File: src/rtl/fifo_rd_arbiter.sv
// Round-robin read-side arbiter for a bank of dual-clock FIFOs.
// Pops one word per READ/LOAD/SEND pass, bounded bursts per grant.
module fifo_rd_arbiter #(
  parameter int NUM_REQ    = 4,
  parameter int DATA_WIDTH = 32,
  parameter int BURST_MAX  = 4,
  parameter int SRC_W      = $clog2(NUM_REQ)
) (
  input  logic                          rclk,
  input  logic                          reset,
  input  logic [NUM_REQ-1:0]            fifo_empty_bar,
  input  logic [NUM_REQ*DATA_WIDTH-1:0] fifo_data,
  output logic [NUM_REQ-1:0]            fifo_re,
  output logic                          out_valid,
  input  logic                          out_ready,
  output logic [DATA_WIDTH-1:0]         out_data,
  output logic [SRC_W-1:0]              out_src,
  output logic                          busy
);

  localparam int CNT_W = $clog2(BURST_MAX + 1);

  typedef enum logic [1:0] {
    IDLE,
    READ,
    LOAD,
    SEND
  } state_t;

  state_t                state;
  logic [SRC_W-1:0]      grant;
  logic [SRC_W-1:0]      last;
  logic [CNT_W-1:0]      burst_cnt;

  logic [SRC_W-1:0]      rr_pick;
  logic                  rr_hit;
  logic [SRC_W-1:0]      cand;
  logic [NUM_REQ-1:0]    pick_oh;
  logic [NUM_REQ-1:0]    grant_oh;
  logic [DATA_WIDTH-1:0] grant_data;
  logic                  more;

  // Search starts just after the last served index, so it is tried last.
  always_comb begin
    rr_pick = '0;
    rr_hit  = 1'b0;
    cand    = '0;
    for (int k = 1; k <= NUM_REQ; k++) begin
      cand = SRC_W'((int'(last) + k) % NUM_REQ);
      if (!rr_hit && fifo_empty_bar[cand]) begin
        rr_hit  = 1'b1;
        rr_pick = cand;
      end
    end
  end

  always_comb begin
    pick_oh    = {{(NUM_REQ-1){1'b0}}, 1'b1} << rr_pick;
    grant_oh   = {{(NUM_REQ-1){1'b0}}, 1'b1} << grant;
    grant_data = fifo_data[int'(grant)*DATA_WIDTH +: DATA_WIDTH];
    more       = (burst_cnt < CNT_W'(BURST_MAX)) &&
                 fifo_empty_bar[grant];
  end

  assign busy = (state != IDLE);

  always_ff @(posedge rclk or posedge reset) begin
    if (reset) begin
      state     <= IDLE;
      fifo_re   <= '0;
      out_valid <= 1'b0;
      out_data  <= '0;
      out_src   <= '0;
      burst_cnt <= '0;
      grant     <= '0;
      last      <= SRC_W'(NUM_REQ - 1);
    end else begin
      case (state)
        IDLE: begin
          if (rr_hit) begin
            grant     <= rr_pick;
            burst_cnt <= '0;
            fifo_re   <= pick_oh;
            state     <= READ;
          end
        end
        READ: begin
          fifo_re   <= '0;
          burst_cnt <= burst_cnt + CNT_W'(1);
          state     <= LOAD;
        end
        LOAD: begin
          out_data  <= grant_data;
          out_src   <= grant;
          out_valid <= 1'b1;
          state     <= SEND;
        end
        SEND: begin
          if (out_ready) begin
            out_valid <= 1'b0;
            if (more) begin
              fifo_re <= grant_oh;
              state   <= READ;
            end else begin
              last  <= grant;
              state <= IDLE;
            end
          end
        end
        default: begin
          fifo_re <= '0;
          state   <= IDLE;
        end
      endcase
    end
  end

endmodule

File: config.mk
export PLATFORM = sky130hd
export DESIGN_NAME = fifo_rd_arbiter
export DESIGN_NICKNAME = d
export VERILOG_FILES = /design/src/rtl/fifo_rd_arbiter.sv
export SDC_FILE = /design/constraint.sdc
export NUM_CORES = 1
export LEC_CHECK = 0
export CAP_MARGIN = 20
export CORE_ASPECT_RATIO = 1.4
export CORE_MARGIN = 2
export CORE_UTILIZATION = 28
export DETAILED_ROUTE_END_ITERATION = 10
export GPL_ROUTABILITY_DRIVEN = 0
export PLACE_DENSITY = 0.65
export SYNTH_ARGS = -nofsm -noshare
export SYNTH_HDL_FRONTEND = slang
export SYNTH_SLANG_ARGS = --single-unit
File: constraint.sdc
create_clock -name rclk -period 2.72 [get_ports rclk]
set_clock_uncertainty 0.1 [all_clocks]
set_input_delay 0.544 -clock rclk [delete_from_list [all_inputs] [get_ports rclk]]
set_output_delay 0.544 -clock rclk [all_outputs]
set_load 0.02 [all_outputs]
After elaboration in Yosys (flattened, before gate mapping)
Index checks and enable logic that the tools add are counted.
{"block": "totals", "elab_cells": 77, "register_bits": 48, "input_bits": 135, "output_inout_bits": 40}
{"block": "op_classes", "n_lt_le_gt_ge": 6, "eq_ne": 6, "bitwise": 1, "addsub": 5, "reduce_logical": 18, "mux": 30, "shift": 3}
{"cell": "indexed part select 128 x 8 -> 32 bit", "n": 1}
{"cell": "less-than comparator 2 x 3 -> 1 bit, second input constant", "n": 5}
{"cell": "two-way mux 2 bit", "n": 6}
{"cell": "two-way mux 4 bit", "n": 3}
{"cell": "one-hot mux 4 bit (3 select lines)", "n": 1}
{"cell": "two-way mux 1 bit", "n": 11}
{"cell": "binary-select mux 1 bit (select 2 bit)", "n": 5}
{"cell": "one-hot mux 2 bit (4 select lines)", "n": 1}
{"cell": "AND reduction 2 bit", "n": 4}
{"cell": "left shift 1 x 2 -> 4 bit, first input constant", "n": 2}
{"cell": "inequality test 2 bit, second input constant", "n": 3}
{"cell": "one-hot mux 3 bit (2 select lines)", "n": 1}
{"cell": "nonzero test 2 bit", "n": 3}
{"cell": "adder 2 x 1 -> 2 bit, second input constant", "n": 2}
{"cell": "adder 2 bit, second input constant", "n": 2}
{"cell": "== test 2 bit, second input constant", "n": 2}
{"cell": "logical AND 1 bit", "n": 4}
{"cell": "AND reduction 4 bit", "n": 1}
{"cell": "adder 3 x 1 -> 3 bit, second input constant", "n": 1}
{"cell": "zero test 1 bit", "n": 3}
{"cell": "less-than comparator 3 bit, second input constant", "n": 1}
{"cell": "two-way mux 3 bit", "n": 1}
{"cell": "AND reduction 3 bit", "n": 1}
{"cell": "nonzero test 3 bit", "n": 1}
{"cell": "4 further kinds", "n": 4}

Depth between registers and ports, before layout
{"block": "logic_depth", "depth_word": 16, "ltp_mapped": 7, "depth_no_buf": 6}

Worst setup path before layout
Ideal clock, no wire load.
{"block": "synth_timing", "path_type": "reg2reg", "start": "register state[0]", "end": "register out_data[0]", "stages_incl_launch_ff": 6, "setup_time_ns": 0.125, "setup_slack_ns": 0.869, "t_required_ns": 2.495, "arrival_ns": 1.626, "path_buffers": 2, "synth_period_minus_slack_ns": 1.851, "cell_sequence": "dfrtp_1 > inv_1 > ha_1 > clkbuf_1 > buf_1 > mux2_2"}
{"block": "synth_via", "elab_chain_cells": 1}
{"item": "start: declaration", "line_no": "30", "rtl": "state_t state;"}
{"item": "start signal: assignment", "line_no": "69", "rtl": "state <= IDLE;"}
{"item": "start signal: assignment", "line_no": "84", "rtl": "state <= READ;"}
{"item": "start signal: assignment", "line_no": "90", "rtl": "state <= LOAD;"}
{"item": "== test 2 bit", "line_no": "78", "rtl": "case (state)"}
{"item": "end signal: assignment", "line_no": "93", "rtl": "out_data <= grant_data;"}
{"item": "end: declaration", "line_no": "16", "rtl": "output logic [DATA_WIDTH-1:0] out_data,"}
No other way between the ends.
A chain may end at the register's enable or synchronous reset.

Worst setup path in the final report
{"block": "layout_timing", "start": "register state[0]", "end": "output busy"}
{"block": "layout_via", "elab_chain_cells": 1}
{"item": "nonzero test 2 bit", "line_no": "65", "rtl": "assign busy = (state != IDLE);"}
{"item": "end: declaration", "line_no": "18", "rtl": "output logic busy"}
No other way between the ends.

==> metrics.cfg <==
[layout]
multi_input_area_mm2 = 0.00163
n_fill_cell = 940
stdcell_area_mm2 = 0.00498
final_nets = 518
seq_area_mm2 = 0.00121
layout-area-overhead-vs-synth_pct = 70.6
drive_above_1_share = 0.236
diodes = 0
utilization = 0.486

[synthesis]
yosys.area_share.xor_xnor = 0
post_synthesis_compound_gate_area_fraction = 0.0780
yosys.area.top_type_share = 0.394
synthesis.area_mm2 = 0.00292
asyncSetResetFlopFracSynth = 1.00
synth_top_flop_cell = sky130_fd_sc_hd__dfrtp_1
synthMuxAreaShare = 0.403
synth_sequential_area_ratio = 0.412
syn_avg_cell_area_um2 = 14.4
synth.area.top_cells = sky130_fd_sc_hd__dfrtp_1, sky130_fd_sc_hd__mux4_2, sky130_fd_sc_hd__mux2_2
yosys_warning_count = 0
synth_edf_count = 0
mappedNetlistNets = 344
synth.largest_area_cell = sky130_fd_sc_hd__dfrtp_1
synth_cells = 203
synth.lib_cells_used.distinct = 39
largest_family_of_logic_cells_by_synthesized_area = multiplexers
yosys.area_share.adder = 0.0257
ys_seq_elements = 48
yosys.area_share.simple = 0.0489

[power_and_ir_drop]
power_leakage_uw = 0.00191
p_clk_frac = 0.116
cell_internal_pwr_uw = 3140
power.share.sequential = 0.282
switchingPower_uw = 1830
sw_frac_of_total = 0.368
vdd_ir_drop_max_uv = 486
pwr_density_cell_mw_per_mm2 = 999
p_comb_frac = 0.601

[timing]
rsz_0062_raised_after_global_routing = false
fin_crit_period_ps = 2450
worst_slew_pin_slew_ps = 608
timing.final.setup_violations = 0
hold_viol = 0
post-route-period-util = 0.901
max_transition_margin = 0.594
max_clock_freq_mhz = 408
fin_setup_tns_ps = 0
maxSlewViolCount = 0

[place]
io_buffers = 174
dp_hpwl_mm = 7.19
postPlaceCellArea_mm2 = 0.00485

[detailed_routing]
drt_pass1_iterations = 4
drtAntennaViolNets = 0
vias_per_cell = 4.86
routed-via-count = 2504
first_iter_violations = 56
drt_drc = 0
drt-total-wl_mm = 8.84
wire_per_inst_um = 17.2

[floorplan]
fp.dieH_um = 125
die_w_um = 90.3
die_area_mm2 = 0.0113
io-pin-count = 175
start_util = 0.285
core_area_mm2 = 0.0102
fp-row-count = 44

[global_routing]
grtUsageTotal = 0.162
first_global_vias = 2828
grt_antenna_before_repair = 1
grt_start_max_net_pins = 36
globalRouteOverflowTotal = 0
grt_pass1_wl_mm = 14.4

[clock_network]
tritoncts_clock_tree = built
worst_skew_pair.late_latency_ps = 280
postCtsHoldBufs = 0
cts.htree.levels = 2
postCtsResizedCells = 0
clockRootBuffer = sky130_fd_sc_hd__clkbuf_16
cts_buffer_depth = 2
number_of_buffers_added_for_setup_after_cts = 0
numCtsBuffers = 5
clock_net_sink_count = 48
clkSlewWorstSetupHoldPaths_ps = 60

[outcome]
outcome = finished clean

[critical_path]
type_of_the_worst_setup_path = reg2out
critical_path.cell_chain = inv_1 > ha_1 > inv_1 > clkdlybuf4s50_1
worstPathMaxFanout = 7
crit_path_max_incr_delay_ps = 620
slowest_stage = sky130_fd_sc_hd__clkdlybuf4s50_1
critical-path-top-cell-by-count = sky130_fd_sc_hd__inv_1
worstSetupStartpointType = register
timing.critical_path.required_ps = 2080
cp_data_arrival_time_ps = 1810
endpoint_kind = output port

[min_path]
min_path_type = reg2reg

[flow_run]
drv.max_cap_violation_count = 0

-- power groups by stage --
stage	Sequential, µW	Clock (µW)	Combinational, µW
2_1_floorplan	1630	0	1630
3_3_place_gp	1410	0	2990
3_5_place_dp	1430	0	3030
4_1_cts	1420	608	3040
5_1_grt	1470	636	3200
6_report	1400	579	2990
-- flip-flops by register name (all words and copies together), names as in the netlist --
signal and flops:
burst_cnt 3, fifo_re 4, grant 2, last 2, out_data 32, out_src 2, out_valid 1, state 2
-- area by class of cell --
| cell class | count | share of cell area |
|---|---|---|
| clock buffers | 6 | 0.0259 |
| clock inverters | 1 | 0.00101 |
| inverters | 6 | 0.00452 |
| multi-input cells | 135 | 0.326 |
| flip-flops and latches | 48 | 0.242 |
| well taps | 138 | 0.0347 |
| repair buffers | 181 | 0.365 |
-- metrics by stage --
stage          instances  total power [µW]  hold slack, ps  worst slack [ps]
6_report             515              4970             388               270
4_1_cts              515              5060             396               260
3_5_place_dp         508              4460             390               196
2_1_floorplan        203              3270             357               869
5_1_grt              515              5310             422               145
3_3_place_gp         508              4400             383               325
-- Yosys cell counts (2+ instances only) --
cell type,number
sky130_fd_sc_hd__buf_2,7
sky130_fd_sc_hd__a21oi_1,4
sky130_fd_sc_hd__mux4_2,30
sky130_fd_sc_hd__o41ai_1,3
sky130_fd_sc_hd__nor2_1,6
sky130_fd_sc_hd__o211ai_1,4
sky130_fd_sc_hd__o31ai_1,2
sky130_fd_sc_hd__nand2b_1,7
sky130_fd_sc_hd__ha_1,6
sky130_fd_sc_hd__o21ai_0,6
sky130_fd_sc_hd__and2_1,3
sky130_fd_sc_hd__mux2_2,39
sky130_fd_sc_hd__nor3b_1,2
sky130_fd_sc_hd__dfstp_2,2
sky130_fd_sc_hd__mux4_1,2
sky130_fd_sc_hd__inv_1,6
sky130_fd_sc_hd__nand2_1,3
sky130_fd_sc_hd__dfrtp_1,46
sky130_fd_sc_hd__buf_1,4
sky130_fd_sc_hd__a211o_1,2
-- critical path, delay by kind of cell, from the launching register on --
family | cells | cell delay, ps
buffers and inverters | 3 | 860
adder cells (fa/ha/maj) | 1 | 290
flip-flops | 1 | 380
-- worst paths after layout --
kind	cells past startpoint	startpoint	endpoint	slack, ps
min in group asynchronous	2	reset	out_data[22]	570
max	4	state[0]	busy	270
min	1	burst_cnt[0]	burst_cnt[0]	390
max reg2reg	3	grant[0]	out_data[10]	650
min reg2reg	1	burst_cnt[0]	burst_cnt[0]	390
max in group asynchronous	3	reset	out_data[3]	1430
-- layer usage --
layer | vias up | track usage | share of wire
met1 | 1223 | 0.166 | 0.37
li1 | 1153 | - | -
met2 | 104 | 0.305 | 0.53
met4 | 2 | 0.0516 | 0.028
met3 | 22 | 0.0532 | 0.064
met5 | - | 0 | 0.0015
-- logic make-up (layout without fill, tap and decap cells) --
group	after synthesis	after routing
adder cells (fa/ha/maj)	6	6
multiplexers	72	72
buffers and inverters	20	194
AO/OA/AOI/OAI	31	31
flip-flops	48	48
AND/OR/NAND/NOR	26	26
-- layout by cell type (no fill, tap or decap), drive strengths merged, types with 3 or more instances in the layout --
cell type / netlist / routed
ha: 6 / 6
mux2: 39 / 39
dfrtp: 46 / 46
nand2b: 7 / 7
buf: 12 / 7
nor2: 6 / 6
mux4: 32 / 32
o21ai: 6 / 6
nand2: 3 / 3
inv: 6 / 6
o211ai: 4 / 4
clkbuf: 2 / 6
o41ai: 3 / 3
clkdlybuf4s50: 0 / 174
and2: 3 / 3
a21oi: 4 / 4
(Power assumes the default switching activity.)
